`src/rtl/multdiv_ctrl.sv`:
```
// Sequencer between execute and the iterative multiply/divide units, with a hang watchdog.
// Optional: define MULTDIV_ZERO_FASTPATH_EN to complete divide-by-zero without launching the divider.
module multdiv_ctrl #(
  parameter int unsigned TIMEOUT = 40
) (
  input  logic        clk,
  input  logic        reset,
  input  logic        ctrl_mult,
  input  logic        ctrl_div,
  input  logic [31:0] data_a,
  input  logic [31:0] data_b,
  input  logic        flush,
  output logic [31:0] unit_a,
  output logic [31:0] unit_b,
  output logic        mult_start,
  output logic        div_start,
  input  logic        mult_ready,
  input  logic [31:0] mult_result,
  input  logic        mult_exc,
  input  logic        div_ready,
  input  logic [31:0] div_result,
  input  logic        div_exc,
  output logic        stall,
  output logic [31:0] result,
  output logic        result_rdy,
  output logic        result_exc
);

  typedef enum logic [1:0] {
    IDLE,
    START,
    WAIT,
    DONE
  } state_e;

  localparam logic [5:0] TimeoutC = TIMEOUT[5:0];

  state_e      state_q, state_d;
  logic        op_q, op_d;
  logic [31:0] unitA_q, unitA_d;
  logic [31:0] unitB_q, unitB_d;
  logic [5:0]  waitCnt_q, waitCnt_d;
  logic [31:0] result_q, result_d;
  logic        exc_q, exc_d;

  logic        request;
  logic        zeroFast;
  logic        selReady;
  logic [31:0] selResult;
  logic        selExc;
  logic        timedOut;

  assign request = ctrl_mult | ctrl_div;

`ifdef MULTDIV_ZERO_FASTPATH_EN
  assign zeroFast = ctrl_div & ~ctrl_mult & (data_b == 32'd0);
`else
  assign zeroFast = 1'b0;
`endif

  // Only the unit that was launched is listened to; the other may toggle freely.
  assign selReady  = op_q ? div_ready  : mult_ready;
  assign selResult = op_q ? div_result : mult_result;
  assign selExc    = op_q ? div_exc    : mult_exc;
  assign timedOut  = (waitCnt_q == TimeoutC);

  always_ff @(posedge clk) begin
    if (reset) begin
      state_q <= IDLE;
    end else begin
      state_q <= state_d;
    end
  end

  always_comb begin
    state_d = state_q;
    case (state_q)
      IDLE: begin
        if (request) begin
          state_d = zeroFast ? DONE : START;
        end
      end
      START: state_d = WAIT;
      WAIT: begin
        if (selReady || timedOut) begin
          state_d = DONE;
        end
      end
      DONE:    state_d = IDLE;
      default: state_d = IDLE;
    endcase
    // Abort wins over everything, including a ready arriving in the same cycle.
    if (flush) begin
      state_d = IDLE;
    end
  end

  always_comb begin
    op_d      = op_q;
    unitA_d   = unitA_q;
    unitB_d   = unitB_q;
    waitCnt_d = waitCnt_q;
    result_d  = result_q;
    exc_d     = exc_q;
    if (!flush) begin
      case (state_q)
        IDLE: begin
          if (request) begin
            unitA_d = data_a;
            unitB_d = data_b;
            op_d    = ~ctrl_mult;
            if (zeroFast) begin
              result_d = 32'd0;
              exc_d    = 1'b1;
            end
          end
        end
        START: waitCnt_d = 6'd0;
        WAIT: begin
          if (selReady) begin
            result_d = selResult;
            exc_d    = selExc;
          end else if (timedOut) begin
            result_d = 32'd0;
            exc_d    = 1'b1;
          end else begin
            waitCnt_d = waitCnt_q + 6'd1;
          end
        end
        default: ;
      endcase
    end
  end

  always_ff @(posedge clk) begin
    if (reset) begin
      op_q      <= 1'b0;
      unitA_q   <= 32'd0;
      unitB_q   <= 32'd0;
      waitCnt_q <= 6'd0;
      result_q  <= 32'd0;
      exc_q     <= 1'b0;
    end else begin
      op_q      <= op_d;
      unitA_q   <= unitA_d;
      unitB_q   <= unitB_d;
      waitCnt_q <= waitCnt_d;
      result_q  <= result_d;
      exc_q     <= exc_d;
    end
  end

  always_comb begin
    mult_start = 1'b0;
    div_start  = 1'b0;
    stall      = 1'b0;
    result_rdy = 1'b0;
    case (state_q)
      IDLE: stall = request;
      START: begin
        stall      = 1'b1;
        mult_start = ~op_q;
        div_start  = op_q;
      end
      WAIT:    stall = 1'b1;
      DONE:    result_rdy = 1'b1;
      default: ;
    endcase
  end

  assign unit_a     = unitA_q;
  assign unit_b     = unitB_q;
  assign result     = result_q;
  assign result_exc = exc_q;

endmodule

```
`config.mk`:
```
export PLATFORM = sky130hd
export DESIGN_NAME = multdiv_ctrl
export DESIGN_NICKNAME = d
export VERILOG_FILES = /design/src/rtl/multdiv_ctrl.sv
export SDC_FILE = /design/constraint.sdc
export NUM_CORES = 1
export LEC_CHECK = 0
export ABC_CLOCK_PERIOD_IN_PS = 2300
export BUFFER_PORTS_ARGS = -buffer_cell sky130_fd_sc_hd__buf_2
export CAP_MARGIN = 10
export CORE_AREA = 2 2 101 103
export CTS_CLUSTER_SIZE = 25
export DETAILED_ROUTE_END_ITERATION = 8
export DIE_AREA = 0 0 103 105
export HOLD_SLACK_MARGIN = 0.12
export MAX_ROUTING_LAYER = met4
export PLACE_DENSITY = 0.88
export SLEW_MARGIN = 20
export SYNTH_ARGS = -nofsm -noshare
export SYNTH_HDL_FRONTEND = slang
export SYNTH_SLANG_ARGS = --single-unit
```
`constraint.sdc`:
```
create_clock -name clk -period 2.3 [get_ports clk]
set_clock_uncertainty 0.1 [all_clocks]
set_input_delay 0.23 -clock clk [delete_from_list [all_inputs] [get_ports clk]]
set_output_delay 0.23 -clock clk [all_outputs]
set_load 0.01 [all_outputs]
```
==> results by group <==
Global routing
  • Largest net degree at the start of global routing: 67
  • Antenna violations before repair: 0
  • Vias in the first global route: 4891
  • Total grt overflow: 0
  • GRT Overall Usage: 27.9%
  • First-pass GRT wire length: 23000 µm

Synthesis
  • Simple-gate area share of the yosys netlist: 14.9%
  • Synth Area in XOR/XNOR: 0.209%
  • Combinational family with the most area after synthesis: compound AO/OA/AOI/OAI gates
  • Synth top area share: 50.7%
  • Seq cells post-synth: 106
  • Netlist cell types: 40
  • Top cells by area, synth: dfxtp_1 (51%), nand2_1 (12%), a21oi_1 (8.3%)
  • Synth Area in Compound Gates: 19.4%
  • Number of flops mapped to enable cells by yosys: 0
  • Mux contribution to synthesized area: 8.50%
  • Top FF cell, synth: dfxtp_1
  • Cells after synthesis: 460
  • Ys async rst share: 0%
  • Mapped Nets: 603
  • Sequential fraction of the synthesis area: 50.7%
  • Synth Area in Adders: 1.79%
  • Mean post-synth cell area: 9.09 µm²
  • Synthesized area: 4180 µm²
  • Yosys Warn Count: 0
  • Yosys top cell by area: dfxtp_1
  • Synth cell count leaders: nand2_1 (134), dfxtp_1 (106), a21oi_1 (69), mux2i_1 (34), o2bb2ai_1 (29)
  • Count leader, synth: nand2_1

Flow run
  • Max Cap Viol: 0

Finish
  • Diode count: 0
  • Final Util: 71.9%
  • Syn-to-layout area delta: 65.6%
  • Share of cells above drive strength 1: 33.2%
  • Nets: 955
  • Fill count: 656

Drt
  • Number of remaining DRC errors: 0
  • Antenna-violating nets left: 0
  • Drt pass-1 iters: 5
  • Vias per cell: 5.03
  • WL final: 15000 µm
  • Routed WL per cell: 15.8 µm
  • Routed vias: 4781
  • 1st-iter DRT viols: 204

Worst setup path
  • Worst EP required: 2.44 ns
  • Worst setup startpoint: op_q
  • Crit path max fanout: 37
  • Reg2Reg Launch Point: op_q
  • CP Capture Type: flip-flop
  • CP endpoint: result[29]
  • Crit path kind: flip-flop to flip-flop
  • Slowest stage delay, CP: 0.62 ns
  • Startpoint types: flip-flop
  • CP max-delay cell: dlygate4sd3_1
  • Critical Path AT: 2.26 ns
  • Crit path cell chain: buf_4 > mux2i_1 > dlygate4sd3_1 > o2bb2ai_1
  • Internal reg-to-reg setup slack: 0.18 ns
  • Reg2Reg Depth: 4
  • Worst reg2reg endpoint: result[29]

Power
  • Leak pwr: 0.00318 µW
  • Peak supply drop: 267 µV
  • Power Density: 552 nW/µm²

Clock network
  • CTS tree: yes
  • Max H-tree Level: 3
  • Clock Latency Late Sink: 0.35 ns
  • Clock root buffer: clkbuf_8
  • Clock-pin slew on the worst setup and hold paths: 0.10 ns
  • CTS sink count: 106
  • Total CTS buffers: 9
  • Longest Clk Path Bufs: 2
  • Setup bufs post-CTS: 0

Timing
  • Final Slew Violations: 0
  • Final setup fails: 0
  • Slew Limit Headroom: 56.3%
  • Final WS setup: 0.177 ns
  • Tmin final: 2.12 ns
  • Crit share post-route: 92.3%
  • Slew @ Worst Pin: 0.655 ns
  • Max Fclk: 0.471 GHz
  • Final setup TNS: 0 ns
  • RSZ-0062 raised after global routing: no
  • WHS: 0.171 ns
  • Final Hold Fails: 0

Die
  • Die height: 105 µm
  • # IOs: 238
  • Starting Density: 43.4%
  • Die ar.: 10800 µm²
  • Site row count: 36
  • Core area: 9640 µm²
  • Die X: 103 µm

Placed design
  • Post-Place Worst Slack: 0.248 ns
  • GPL Wtd Cong: 0.824
  • HPWL after DPL: 8260 µm
  • Port Buf Inserts: 237

Min path
  • Hold Crit Class: primary input to flip-flop

Outcome
  • Outcome: completed
[through the flow]
step | instances | area, µm² | total power, µW
6_report | 950 | 6930 | 3830
5_1_grt | 950 | 6930 | 4010
4_1_cts | 950 | 6920 | 3810
3_5_place_dp | 804 | 5440 | 2550
3_3_place_gp | 804 | 5440 | 2530
2_1_floorplan | 460 | 4180 | 2310
[critical path: cells and delay by family, from the launching register on]
kind,cells,cell delay [ns]
AOI/OAI and AO/OA,1,0.07
buffers and inverters,2,1.12
DFF,1,0.35
muxes,1,0.34
[layout by cell type, fill, tap and decap left out, drive strengths merged]
cell	n
buf	243
nand2	134
dlygate4sd3	130
dfxtp	106
a21oi	70
mux2i	34
o2bb2ai	32
clkbuf	14
inv	7
ha	6
o21ai	5
nor2	4
nand3	3
a211oi	3
or2	2
nor3	2
clkinv	2
and2	1
nor2b	1
or3b	1
and4bb	1
mux2	1
a21o	1
xor2	1
or2b	1
a211o	1
and3	1
nand3b	1
nor3b	1
o211ai	1
o31ai	1
a311o	1
a41oi	1
a31oi	1
a22oi	1
a311oi	1
o211a	1
[metal layers]
metal	part of all wire, %	track usage, %
met1	36	27.7
met2	52	49.8
met3	7.4	6.76
met4	4.2	13.5
met5	0	-
[sequential cells by signal (all words and copies together), names as in the netlist]
register	flops
result	32
unit_a	32
unit_b	32
waitCnt_q	6
state_q	2
op_q	1
result_exc	1
[cell type report]
cell class | count | area, µm² | share of cell area [%]
clock buffers | 14 | 173 | 2.49
well taps | 133 | 166 | 2.40
repair buffers | 373 | 2550 | 36.8
clock inverters | 2 | 10.0 | 0.144
multi-input cells | 315 | 1880 | 27.1
flip-flops and latches | 106 | 2120 | 30.6
inverters | 7 | 26.3 | 0.379
[repair_timing]
item | 4_1_cts | 5_1_grt
hold buffers | 130 | 0
endpoints found under the hold margin | 98 | 0
gates resized for setup | 0 | 1
endpoints found under the setup margin | 0 | 4
[where the power goes]
group / leakage [µW] / total (µW) / switching [µW] / internal (µW)
logic: 0.00222 / 801 / 376 / 425
registers: 0.000864 / 1950 / 41.3 / 1910
clock network: 0.0000965 / 1070 / 589 / 482
total: 0.00318 / 3830 / 1010 / 2820
[worst min path at each step]
stage / to / from / slack (ns) / cells past startpoint
2_1_floorplan: op_q / ctrl_mult / 0.23 / 1
6_report: state_q[1] / ctrl_div / 0.17 / 3
3_5_place_dp: result[5] / result[5] / 0.34 / 1
3_3_place_gp: unit_a[8] / unit_a[8] / 0.34 / 2
4_1_cts: state_q[1] / ctrl_div / 0.15 / 3
5_1_grt: state_q[1] / ctrl_div / 0.19 / 3
[kinds of logic (layout without fill, tap and decap cells)]
logic type | count (synthesis) | after routing
buffers and inverters | 39 | 396
XOR/XNOR | 1 | 1
AO/OA/AOI/OAI | 120 | 120
multiplexers | 35 | 35
adder cells (fa/ha/maj) | 6 | 6
flip-flops | 106 | 106
AND/OR/NAND/NOR | 153 | 153
(Power assumes the default switching activity.)
